## src/rtl/console_writer.sv

```systemverilog
// Text-console write engine: places CPU-written characters at a hardware cursor in video RAM,
// handles CR/LF/BS/FF, and scrolls the screen by copying rows up and blanking the last one.
module console_writer #(
  parameter int unsigned COLS  = 64,
  parameter int unsigned ROWS  = 32,
  parameter logic [7:0]  BLANK = 8'h20,
  parameter int unsigned AW    = $clog2(COLS * ROWS)
) (
  input  logic          clk,
  input  logic          rst_n,
  input  logic          cs,
  input  logic          we,
  input  logic [1:0]    addr,
  input  logic [7:0]    wdata,
  output logic [7:0]    rdata,
  output logic          busy,
  output logic [AW-1:0] vm_addr,
  output logic          vm_we,
  output logic [7:0]    vm_wdata,
  input  logic [7:0]    vm_rdata
);

  localparam int unsigned XW = (COLS > 1) ? $clog2(COLS) : 1;
  localparam int unsigned YW = (ROWS > 1) ? $clog2(ROWS) : 1;

  localparam logic [XW-1:0] XMAX     = XW'(COLS - 1);
  localparam logic [YW-1:0] YMAX     = YW'(ROWS - 1);
  localparam logic [AW-1:0] ACOLS    = AW'(COLS);
  localparam logic [AW-1:0] ALAST    = AW'(COLS * ROWS - 1);
  localparam logic [AW-1:0] LASTROW  = AW'((ROWS - 1) * COLS);

  typedef enum logic [2:0] {StIdle, StPut, StScRd, StScWr, StClear} state_e;

  state_e        state_q;
  logic [XW-1:0] cur_x_q;
  logic [YW-1:0] cur_y_q;
  logic          ovf_q;
  logic [7:0]    wdata_q;

  // Copy cycles forward the read data straight through; everything else is registered.
  assign vm_wdata = (state_q == StScWr) ? vm_rdata : wdata_q;

  always_ff @(posedge clk or negedge rst_n) begin
    if (!rst_n) begin
      state_q <= StIdle;
      cur_x_q <= '0;
      cur_y_q <= '0;
      ovf_q   <= 1'b0;
      wdata_q <= '0;
      rdata   <= '0;
      busy    <= 1'b0;
      vm_addr <= '0;
      vm_we   <= 1'b0;
    end else begin
      if (cs && !we) begin
        unique case (addr)
          2'd1: begin
            rdata <= {6'b0, ovf_q, busy};
            ovf_q <= 1'b0;
          end
          2'd2:    rdata <= 8'(cur_x_q);
          2'd3:    rdata <= 8'(cur_y_q);
          default: rdata <= '0;
        endcase
      end

      if (cs && we && addr != 2'd1 && busy) ovf_q <= 1'b1;

      unique case (state_q)
        StIdle: begin
          if (cs && we) begin
            unique case (addr)
              2'd0: begin
                case (wdata)
                  8'h0D: cur_x_q <= '0;
                  8'h0A: begin
                    cur_x_q <= '0;
                    if (cur_y_q != YMAX) begin
                      cur_y_q <= cur_y_q + 1'b1;
                    end else begin
                      state_q <= StScRd;
                      busy    <= 1'b1;
                      vm_we   <= 1'b0;
                      vm_addr <= ACOLS;
                    end
                  end
                  8'h08: begin
                    if (cur_x_q != '0) begin
                      cur_x_q <= cur_x_q - 1'b1;
                    end else if (cur_y_q != '0) begin
                      cur_x_q <= XMAX;
                      cur_y_q <= cur_y_q - 1'b1;
                    end
                  end
                  8'h0C: begin
                    state_q <= StClear;
                    busy    <= 1'b1;
                    vm_we   <= 1'b1;
                    vm_addr <= '0;
                    wdata_q <= BLANK;
                    cur_x_q <= '0;
                    cur_y_q <= '0;
                  end
                  default: begin
                    state_q <= StPut;
                    busy    <= 1'b1;
                    vm_we   <= 1'b1;
                    vm_addr <= AW'(cur_y_q) * ACOLS + AW'(cur_x_q);
                    wdata_q <= wdata;
                  end
                endcase
              end
              2'd2:    cur_x_q <= (32'(wdata) >= COLS) ? XMAX : XW'(wdata);
              2'd3:    cur_y_q <= (32'(wdata) >= ROWS) ? YMAX : YW'(wdata);
              default: ;
            endcase
          end
        end

        StPut: begin
          vm_we <= 1'b0;
          if (cur_x_q != XMAX) begin
            cur_x_q <= cur_x_q + 1'b1;
            state_q <= StIdle;
            busy    <= 1'b0;
          end else begin
            cur_x_q <= '0;
            if (cur_y_q != YMAX) begin
              cur_y_q <= cur_y_q + 1'b1;
              state_q <= StIdle;
              busy    <= 1'b0;
            end else begin
              state_q <= StScRd;
              vm_addr <= ACOLS;
            end
          end
        end

        StScRd: begin
          state_q <= StScWr;
          vm_we   <= 1'b1;
          vm_addr <= vm_addr - ACOLS;
        end

        // vm_addr holds the destination; the next source is one row plus one further on.
        StScWr: begin
          if (vm_addr == LASTROW - 1'b1) begin
            state_q <= StClear;
            vm_addr <= LASTROW;
            wdata_q <= BLANK;
          end else begin
            state_q <= StScRd;
            vm_we   <= 1'b0;
            vm_addr <= vm_addr + ACOLS + 1'b1;
          end
        end

        StClear: begin
          if (vm_addr == ALAST) begin
            state_q <= StIdle;
            vm_we   <= 1'b0;
            busy    <= 1'b0;
          end else begin
            vm_addr <= vm_addr + 1'b1;
          end
        end

        default: state_q <= StIdle;
      endcase
    end
  end

endmodule

```

## config.mk

```make
export PLATFORM = sky130hd
export DESIGN_NAME = console_writer
export DESIGN_NICKNAME = d
export VERILOG_FILES = /design/src/rtl/console_writer.sv
export SDC_FILE = /design/constraint.sdc
export NUM_CORES = 1
export LEC_CHECK = 0
export BUFFER_PORTS_ARGS = -buffer_cell sky130_fd_sc_hd__clkbuf_2
export CAP_MARGIN = 20
export CORE_MARGIN = 5
export CORE_UTILIZATION = 30
export CTS_CLUSTER_DIAMETER = 150
export DETAILED_ROUTE_END_ITERATION = 10
export HOLD_SLACK_MARGIN = 0.06
export PLACE_DENSITY = 0.46
export SYNTH_ARGS = -nofsm -noshare
export SYNTH_HDL_FRONTEND = slang
export SYNTH_SLANG_ARGS = --single-unit
```

## constraint.sdc

```tcl
create_clock -name clk -period 3.13 [get_ports clk]
set_input_delay 0.626 -clock clk [delete_from_list [all_inputs] [get_ports clk]]
set_output_delay 0.626 -clock clk [all_outputs]
set_load 0.01 [all_outputs]
```

==> results.json <==
{
  "diodes": 0,
  "yosys.area.top_type_share": 0.285,
  "synth-edff-count": 0,
  "p_sw_frac": 0.457,
  "pwr-share-clk": 0.168,
  "ys_warn_count": 0,
  "clock_latency_ns": 0.29,
  "leakagePower_uw": 0.00174,
  "synth_xor_area_frac": 0.0262,
  "ant_nets": 0,
  "synthMuxAreaShare": 0.00883,
  "p_int_uw": 1740,
  "syn_area_per_cell_um2": 7.67,
  "crit_buf_inv": 2,
  "power_density_nw_per_um2": 758,
  "drive_above_1_share": 0.184,
  "start_kind": "flop",
  "yosysTopAreaCell": "dfrtp_1",
  "start_util": 0.307,
  "fin_setup_tns_ns": 0,
  "yosysUniqueCellTypes": 68,
  "hold_slack_ns": 0.324,
  "cts_made_buffers": 5,
  "routabilityCongestion": 0.845,
  "root_buffer": "clkbuf_16",
  "setup_violations": 0,
  "critPathMostFrequentCell": "nand2_1",
  "synth-compound-area-share": 0.310,
  "antenna_found_initial": 0,
  "dp_hpwl_mm": 9.57,
  "path_cells": "buf_4 -> and3b_1 -> nand2_1 -> nand2_1 -> clkbuf_2",
  "grt_max_degree": 24,
  "grt_pass1_vias": 3728,
  "die_w_um": 121,
  "post_cts_resized": 0,
  "ys_seq_elements": 42,
  "multiInputGateArea_um2": 2390,
  "status": "complete, no violations",
  "syn-cell-area_um2": 3680,
  "max_clock_freq_ghz": 0.380,
  "grt_pass1_wl_mm": 20.2,
  "ff_latch_area_um2": 1050,
  "period_needed_ns": 2.63,
  "finalHoldViolCount": 0,
  "slew_violations": 0,
  "clock_path_buffers": 2,
  "crit_fanout": 12,
  "drt_first_pass_iters": 5,
  "clkSinkCount": 42,
  "p_sw_uw": 1470,
  "ioPinCount": 51,
  "critPathKind": "reg -> out",
  "synthSimpleGateAreaFrac": 0.271,
  "critPathArrivalTime_ns": 2.01,
  "async_flop_share": 1.00,
  "power_uw": 3210,
  "worst_slew_pin_slew_ns": 0.631,
  "seqPwrFrac": 0.350,
  "maxCapViolations": 0,
  "synth_top_family_by_area": "compound AO/OA/AOI/OAI gates",
  "rows": 40,
  "max_slew_margin": 0.575,
  "crit_path_max_incr_delay_ns": 0.62,
  "dieArea_um2": 14600,
  "core_um2": 12000,
  "vias": 3815,
  "max-vdd-ir-drop_v": 0.000307,
  "synth_fa_ha_area_frac": 0.0306,
  "cts_htree_levels": 2,
  "final_nets": 547,
  "ys_seq_area_frac": 0.285,
  "port_buffers": 48,
  "post_cts_buffers": 0,
  "synth_flop_cell": "dfrtp_1",
  "combinationalPowerShare": 0.482,
  "die_height_um": 121,
  "grt.total_usage": 0.171,
  "fin_crit_sh": 0.842,
  "synthCells": 480,
  "cts_hold_buffers": 0,
  "nFillCells": 1288,
  "drc_errors": 0,
  "end_kind": "primary output",
  "drt-wirelength-per-cell_um": 18.7,
  "cp.required_ns": 2.50,
  "cpMaxStageDelayCell": "dfrtp_1",
  "totalWireLength_mm": 12.4,
  "cts_tree": "built",
  "critPathTopFamily": "simple AND/OR/NAND/NOR gates",
  "rsz0062_at_grt": "false",
  "fin_skew_ns": 0.0105,
  "overflow": 0,
  "via_per_inst": 5.75,
  "area_growth_syn_to_layout_pct": 15.0,
  "ys_top_cells_by_area": "dfrtp_1 29%, nand2_1 7.6%, o21ai_0 6.7%",
  "drt_iter0_markers": 298,
  "clkTransAtPathRegs_ns": 0.07,
  "holdCritPathClass": "in -> async"
}
## cells in the final DEF (no fill, tap or decap), drive strengths merged, types with 5 or more instances in the layout
master / count
nand2: 75
clkbuf: 54
o21ai: 51
dfrtp: 42
a21oi: 27
nor2: 23
buf: 22
inv: 15
nor3: 13
nand3: 11
a31oi: 11
ha: 9
nor4: 9
nand4: 8
o211ai: 8
o31ai: 8
a22o: 8
nor3b: 8
a32o: 7
xnor2: 7
a22oi: 7
nand2b: 6
nor2b: 6
o22ai: 5
## registers in the layout (all words and copies together) (netlist names)
| name | flops |
|---|---|
| wdata_q | 8 |
| ovf_q | 1 |
| vm_addr | 11 |
| cur_y_q | 5 |
| rdata | 6 |
| vm_we | 1 |
| busy | 1 |
| cur_x_q | 6 |
| state_q | 3 |
## path summary, 6_finish.rpt
path / start / endpoint / slack, ns / depth (start not counted)
hold reg to reg: wdata_q[7]$_DFFE_PN0P_ / wdata_q[7]$_DFFE_PN0P_ / 0.48 / 2
min in group clk: wdata_q[7]$_DFFE_PN0P_ / wdata_q[7]$_DFFE_PN0P_ / 0.48 / 2
setup reg to reg: vm_addr[6]$_DFFE_PN0P_ / vm_addr[7]$_DFFE_PN0P_ / 0.53 / 9
setup / recovery: state_q[0]$_DFFE_PN0P_ / vm_wdata[0] / 0.50 / 5
max in group asynchronous: rst_n / state_q[2]$_DFFE_PN0P_ / 2.07 / 2
hold / removal: rst_n / cur_x_q[5]$_DFFE_PN0P_ / 0.32 / 1
## per-stage QoR
step           worst slack [ns]  cells  cell area (µm²)   util
6_report                  0.496    664             4240  0.353
5_1_grt                   0.166    664             4240  0.353
4_1_cts                   0.457    664             4240  0.353
3_5_place_dp              0.239    656             4090  0.340
3_3_place_gp              0.301    656             4090  0.340
2_1_floorplan             0.527    481             3690      -
## power by group through the flow
stage | sequential (µW) | combinational (µW) | clock, µW
global placement | 1130 | 1540 | 0
floorplan | 942 | 1180 | 0
detailed placement | 1140 | 1550 | 0
finish | 1130 | 1550 | 540
CTS | 1130 | 1560 | 555
global route | 1170 | 1720 | 576
## synthesized netlist by cell type (all sizes together), types with 4 or more instances
master    n
nor2b     6
dfrtp    42
or3       4
o21ai    51
o31ai     8
o22ai     5
or4       4
a32o      7
nand2    75
buf      11
nand3    11
a21oi    27
a22oi     7
o311ai    4
nor4      9
nor2     23
o211ai    8
o21a      4
nand4     8
inv      15
ha        9
a2111oi   4
xor2      4
nor3     13
a31oi    11
and2      4
nand2b    6
nor3b     8
and3      4
clkbuf   31
xnor2     7
a22o      8
## cells by family (layout without fill, tap and decap cells)
kind of cell / Yosys count / after routing
buffers and inverters: 57 / 93
xor gates and xnor gates: 11 / 11
and+or+nand+nor: 192 / 192
other: 1 / 2
AOI/OAI and AO/OA: 165 / 165
adders and majority gates: 9 / 9
muxes: 3 / 3
DFF: 42 / 42
## per-layer routing
layer | routed length [µm] | vias to the layer above | global-route usage | share of wire
li1 | - | 1853 | - | -
met4 | 273 | 0 | 0.0510 | 0.022
met3 | 688 | 24 | 0.0323 | 0.055
met1 | 5760 | 1829 | 0.237 | 0.46
met5 | 0 | - | 0 | 0
met2 | 5690 | 109 | 0.272 | 0.46
## layout make-up
class | instances | share of cell area
repair buffers | 70 | 0.0957
clock buffers | 6 | 0.0328
inverters | 15 | 0.0133
multi-input cells | 382 | 0.564
clock inverters | 2 | 0.00295
well taps | 147 | 0.0434
flip-flops and latches | 42 | 0.248
Note: power is estimated with default switching activity, not from simulation.
